--- src/rtl/mul_div_unit.sv ---
// Iterative 32x32 multiply / 32/32 divide unit with architectural HI/LO registers.
// One result bit per cycle: radix-2 shift-add multiply, restoring shift-subtract divide.
module mul_div_unit (
  input  logic        clk,
  input  logic        resetn,
  input  logic        start,
  input  logic [2:0]  op,
  input  logic [31:0] a_port,
  input  logic [31:0] b_port,
  input  logic        flush,
  output logic        busy,
  output logic        done,
  output logic [31:0] hi,
  output logic [31:0] lo
);

  typedef enum logic [1:0] {
    IDLE   = 2'd0,
    CALC   = 2'd1,
    FINISH = 2'd2
  } state_t;

  localparam logic [2:0] OP_MTHI = 3'b100;
  localparam logic [2:0] OP_MTLO = 3'b101;

  state_t      state_q, state_d;
  logic [4:0]  count_q, count_d;
  logic [63:0] acc_q, acc_d;
  logic [31:0] opnd_q, opnd_d;
  logic [31:0] a_raw_q, a_raw_d;
  logic        is_div_q, is_div_d;
  logic        neg_res_q, neg_res_d;
  logic        neg_rem_q, neg_rem_d;
  logic        div_zero_q, div_zero_d;
  logic [31:0] hi_q, hi_d;
  logic [31:0] lo_q, lo_d;
  logic        busy_q, busy_d;
  logic        done_q, done_d;

  // Operand preparation at accept time: ops 0xx are arithmetic, xx0 of those are signed.
  logic        is_arith;
  logic        is_signed;
  logic [31:0] mag_a;
  logic [31:0] mag_b;

  assign is_arith  = (op[2] == 1'b0);
  assign is_signed = is_arith && (op[0] == 1'b0);
  assign mag_a     = (is_signed && a_port[31]) ? (~a_port + 32'd1) : a_port;
  assign mag_b     = (is_signed && b_port[31]) ? (~b_port + 32'd1) : b_port;

  // Multiply keeps the multiplier in acc[31:0] and shifts the product in from the top.
  logic [32:0] mul_sum;
  assign mul_sum = {1'b0, acc_q[63:32]} + (acc_q[0] ? {1'b0, opnd_q} : 33'd0);

  // Divide keeps the remainder in acc[63:32] and shifts quotient bits into acc[31:0].
  logic [32:0] div_part;
  logic [32:0] div_diff;
  logic        div_fits;
  assign div_part = {acc_q[63:32], acc_q[31]};
  assign div_diff = div_part - {1'b0, opnd_q};
  assign div_fits = (div_part >= {1'b0, opnd_q});

  logic [63:0] step_acc;
  always_comb begin
    step_acc = {mul_sum, acc_q[31:1]};
    if (is_div_q) begin
      step_acc = {(div_fits ? div_diff[31:0] : div_part[31:0]), acc_q[30:0], div_fits};
    end
  end

  // Sign fix-up of the magnitude result; divide-by-zero overrides everything.
  logic [63:0] prod_fix;
  logic [31:0] quot_fix;
  logic [31:0] rem_fix;
  logic [31:0] res_hi;
  logic [31:0] res_lo;

  assign prod_fix = neg_res_q ? (~acc_q + 64'd1) : acc_q;
  assign quot_fix = neg_res_q ? (~acc_q[31:0] + 32'd1) : acc_q[31:0];
  assign rem_fix  = neg_rem_q ? (~acc_q[63:32] + 32'd1) : acc_q[63:32];

  always_comb begin
    res_hi = prod_fix[63:32];
    res_lo = prod_fix[31:0];
    if (is_div_q) begin
      if (div_zero_q) begin
        res_hi = a_raw_q;
        res_lo = 32'hFFFF_FFFF;
      end else begin
        res_hi = rem_fix;
        res_lo = quot_fix;
      end
    end
  end

  always_comb begin
    state_d    = state_q;
    count_d    = count_q;
    acc_d      = acc_q;
    opnd_d     = opnd_q;
    a_raw_d    = a_raw_q;
    is_div_d   = is_div_q;
    neg_res_d  = neg_res_q;
    neg_rem_d  = neg_rem_q;
    div_zero_d = div_zero_q;
    hi_d       = hi_q;
    lo_d       = lo_q;
    busy_d     = busy_q;
    done_d     = 1'b0;

    case (state_q)
      IDLE: begin
        if (start && !flush) begin
          if (is_arith) begin
            state_d    = CALC;
            busy_d     = 1'b1;
            count_d    = 5'd31;
            is_div_d   = op[1];
            a_raw_d    = a_port;
            neg_res_d  = is_signed && (a_port[31] ^ b_port[31]);
            neg_rem_d  = is_signed && op[1] && a_port[31];
            div_zero_d = op[1] && (b_port == 32'd0);
            if (op[1]) begin
              acc_d  = {32'd0, mag_a};
              opnd_d = mag_b;
            end else begin
              acc_d  = {32'd0, mag_b};
              opnd_d = mag_a;
            end
          end else if (op == OP_MTHI) begin
            hi_d = a_port;
          end else if (op == OP_MTLO) begin
            lo_d = a_port;
          end
        end
      end

      CALC: begin
        if (flush) begin
          state_d = IDLE;
          busy_d  = 1'b0;
          count_d = 5'd0;
        end else begin
          acc_d = step_acc;
          if (count_q == 5'd0) begin
            state_d = FINISH;
          end else begin
            count_d = count_q - 5'd1;
          end
        end
      end

      FINISH: begin
        state_d = IDLE;
        busy_d  = 1'b0;
        if (!flush) begin
          hi_d   = res_hi;
          lo_d   = res_lo;
          done_d = 1'b1;
        end
      end

      default: begin
        state_d = IDLE;
        busy_d  = 1'b0;
      end
    endcase
  end

  always_ff @(posedge clk or negedge resetn) begin
    if (!resetn) begin
      state_q    <= IDLE;
      count_q    <= 5'd0;
      acc_q      <= 64'd0;
      opnd_q     <= 32'd0;
      a_raw_q    <= 32'd0;
      is_div_q   <= 1'b0;
      neg_res_q  <= 1'b0;
      neg_rem_q  <= 1'b0;
      div_zero_q <= 1'b0;
      hi_q       <= 32'd0;
      lo_q       <= 32'd0;
      busy_q     <= 1'b0;
      done_q     <= 1'b0;
    end else begin
      state_q    <= state_d;
      count_q    <= count_d;
      acc_q      <= acc_d;
      opnd_q     <= opnd_d;
      a_raw_q    <= a_raw_d;
      is_div_q   <= is_div_d;
      neg_res_q  <= neg_res_d;
      neg_rem_q  <= neg_rem_d;
      div_zero_q <= div_zero_d;
      hi_q       <= hi_d;
      lo_q       <= lo_d;
      busy_q     <= busy_d;
      done_q     <= done_d;
    end
  end

  assign busy = busy_q;
  assign done = done_q;
  assign hi   = hi_q;
  assign lo   = lo_q;

endmodule

--- config.mk ---
export PLATFORM = sky130hd
export DESIGN_NAME = mul_div_unit
export DESIGN_NICKNAME = d
export VERILOG_FILES = /design/src/rtl/mul_div_unit.sv
export SDC_FILE = /design/constraint.sdc
export NUM_CORES = 1
export LEC_CHECK = 0
export ABC_CLOCK_PERIOD_IN_PS = 4660
export BUFFER_PORTS_ARGS = -buffer_cell sky130_fd_sc_hd__buf_2
export CAP_MARGIN = 15
export CORE_ASPECT_RATIO = 1.25
export CORE_UTILIZATION = 41
export CTS_BUF_LIST = sky130_fd_sc_hd__clkbuf_2
export DETAILED_ROUTE_END_ITERATION = 12
export PLACE_DENSITY_LB_ADDON = 0.05
export SLEW_MARGIN = 5
export SYNTH_ARGS = -nofsm -noshare
export SYNTH_HDL_FRONTEND = slang
export SYNTH_SLANG_ARGS = --single-unit
--- constraint.sdc ---
create_clock -name clk -period 4.66 [get_ports clk]
set_clock_uncertainty 0.15 [all_clocks]
set_input_delay 0.233 -clock clk [delete_from_list [all_inputs] [get_ports clk]]
set_output_delay 0.233 -clock clk [all_outputs]
set_load 0.02 [all_outputs]
==> results.json <==
{
  "async_reset_ff_frac": 1.00,
  "ir_drop_v": 0.00101,
  "power_density_nw_per_um2": 651,
  "core_area_um2": 42100,
  "period_needed_ns": 4.22,
  "maxSlewViolCount": 0,
  "wl_per_cell_um": 23.9,
  "design_area_um2": 20600,
  "cts_buffers": 56,
  "viasPerCell": 5.96,
  "slew_headroom": 0.204,
  "die_w_um": 187,
  "drc": 0,
  "ys_ff_latch": 205,
  "clkLatencyLatePin_ns": 1.02,
  "crit_path_max_incr_delay_ns": 0.76,
  "grt_remaining_overflow": 0,
  "hold_viol_final": 0,
  "cts-root-buf": "clkbuf_2",
  "finalPower_w": 0.0134,
  "worst_hold_path_type": "in2reg",
  "antenna_found_initial": 1,
  "clk_pin_slew_worst_paths_ns": 0.11,
  "cts_setup_buffers": 0,
  "vias": 18700,
  "row_count": 84,
  "crit_family": "compound AO/OA/AOI/OAI gates",
  "yosys_warnings": 0,
  "die_area_um2": 43700,
  "cp_cell_sequence": "inv_1 > buf_4 > nor2_1 > ha_1 > nand3_1 > nor2_1 > a2111oi_0 > nor2_1 > a2111oi_0 > nor2_1 > a211oi_1 > mux2i_1 > o211ai_1",
  "ys_top_cells_by_area": "dfrtp_1 (29%), nand2_1 (8.0%), o21ai_0 (7.0%)",
  "synth-edff-count": 0,
  "start_util": 0.417,
  "tightestPinTransition_ns": 1.19,
  "first_global_vias": 18300,
  "path_max_fanout": 12,
  "synth_fp_nets": 2482,
  "path_class": "reg2reg",
  "grt_setup_unrepaired": "no",
  "critPathBufInv": 2,
  "yosys.cell_count.top_type": "nand2_1",
  "synthTopCellsByCount": "nand2_1 (373), o21ai_0 (246), dfrtp_1 (205)",
  "leakage_nw": 9.32,
  "syn_to_final_growth_pct": 17.0,
  "ant_nets": 0,
  "cap_violations": 0,
  "drt_iter0_drc": 1550,
  "grt_max_degree": 110,
  "grt_pass1_wl_um": 114000,
  "synth.avg_cell_area_um2": 7.51,
  "arrival_ns": 4.96,
  "outcome": "complete, no violations",
  "die_y_um": 233,
  "place_congestion": 0.925,
  "pin_count": 137,
  "routed_wl_um": 75000,
  "yosys.area.top_type": "dfrtp_1",
  "netlist_area_um2": 17600,
  "finalSetupTns_ns": 0,
  "startpoint_type": "register",
  "port_buffers": 136,
  "clock-sinks": 205,
  "post_dp_cell_area_um2": 18800,
  "syn_inst": 2339,
  "cp_common_cell": "nor2_1",
  "synth.distinct_cells": 82,
  "grt_util_all_layers": 0.341,
  "htree_levels": 2,
  "cp.required_ns": 5.40,
  "dp_hpwl_um": 54800,
  "setup_viol_count_final": 0,
  "crit_slowest_cell": "a2111oi_0",
  "first_pass_iters": 5,
  "nets": 2685,
  "synth_top_area_share": 0.292,
  "fmax_mhz": 237,
  "ys.flop_type": "dfrtp_1",
  "ys_seq_area_frac": 0.292,
  "cts_tree": "yes",
  "fin_crit_sh": 0.906,
  "drive_gt1_frac": 0.124,
  "crit_path_end_kind": "register",
  "cts_buffer_depth": 3
}
## cells by family after synthesis
group | Yosys count | synth area share
adder cells (fa/ha/maj) | 72 | 0.0521
XOR/XNOR | 162 | 0.0808
AO/OA/AOI/OAI | 766 | 0.269
flip-flops | 205 | 0.292
buffers and inverters | 248 | 0.0538
AND/OR/NAND/NOR | 808 | 0.207
multiplexers | 78 | 0.0453
## sequential cells by signal (all words and copies together) (netlist names), 2 cells and up
register and count:
acc_q 64, a_raw_q 32, hi 32, lo 32, opnd_q 32, count_q 5
state_q 2
## path summary, 6_finish.rpt
check                             from  depth (start not counted)          end  slack (ns)
min in group asynchronous       resetn                          4       lo[31]        0.24
max in group asynchronous       resetn                          4    acc_q[35]        3.47
max                           acc_q[0]                         13    acc_q[61]        0.44
min reg2reg                a_raw_q[23]                          2  a_raw_q[23]        0.33
max reg2reg                   acc_q[0]                         13    acc_q[61]        0.44
min                         a_port[22]                          4       hi[22]        0.05
## cells in the final DEF (no fill, tap or decap), types with 15 or more instances in the layout
cell type        n
xnor2_1         98
a21oi_1        198
buf_4           46
a31oi_1         26
o211ai_1        22
a211oi_1        26
a21o_1          39
mux2i_1         66
inv_1           81
dfrtp_1        203
nor2_1         199
buf_2          135
ha_1            70
o31ai_1         23
or3_1           21
o22ai_1         34
o21a_1          18
nand2b_1        15
dlygate4sd3_1  124
o21ai_0        246
xor2_1          64
nor3_1          41
nand3_1         41
a22oi_1         17
clkbuf_2        78
nor4_1          21
nand2_1        373
## where the power goes
group	internal (W)	leakage, nW	switching [W]
registers	0.00247	2.61	0.00101
logic	0.00328	6.36	0.00531
clock network	0.000453	0.353	0.000863
## tightest hold or removal path, stage by stage
cell and delay [ns]:
dlygate4sd3_1 0.53, buf_2 0.19, mux2i_1 0.13, o21ai_0 0.09
## metal layers
| layer | wire, µm | up-vias | GRT usage | part of all wire |
|---|---|---|---|---|
| li1 | - | 8762 | - | - |
| met1 | 30300 | 8992 | 0.417 | 0.40 |
| met2 | 36000 | 746 | 0.582 | 0.48 |
| met3 | 4630 | 200 | 0.0460 | 0.062 |
| met4 | 4050 | 0 | 0.185 | 0.054 |
| met5 | 0 | - | 0 | 0 |
## metrics by stage
stage	util	instances	setup slack (ns)	hold slack, ns
2_1_floorplan	-	2339	0.987	-0.213
3_3_place_gp	0.446	2917	0.631	0.0416
3_5_place_dp	0.446	2917	0.563	0.0465
4_1_cts	0.487	3136	0.622	0.00106
5_1_grt	0.488	3138	0.308	0.0348
6_report	0.488	3138	0.437	0.0528
## area by class of cell
type,instances,area [µm²]
Inverter,82,308
Multi-Input combinational cell,1886,11600
Tap cell,559,699
Clock inverter,16,75.1
Clock buffer,78,390
Timing Repair Buffer,311,2380
Sequential cell,205,5130
Fill cell,4268,21600
Antenna cell,1,2.50
## repair_timing
action / in CTS / in global routing
gates resized for setup: 0 / 0
hold buffers: 125 / 0
endpoints found under the setup margin: 0 / 0
endpoints found under the hold margin: 403 / 0
(Power assumes the default switching activity.)
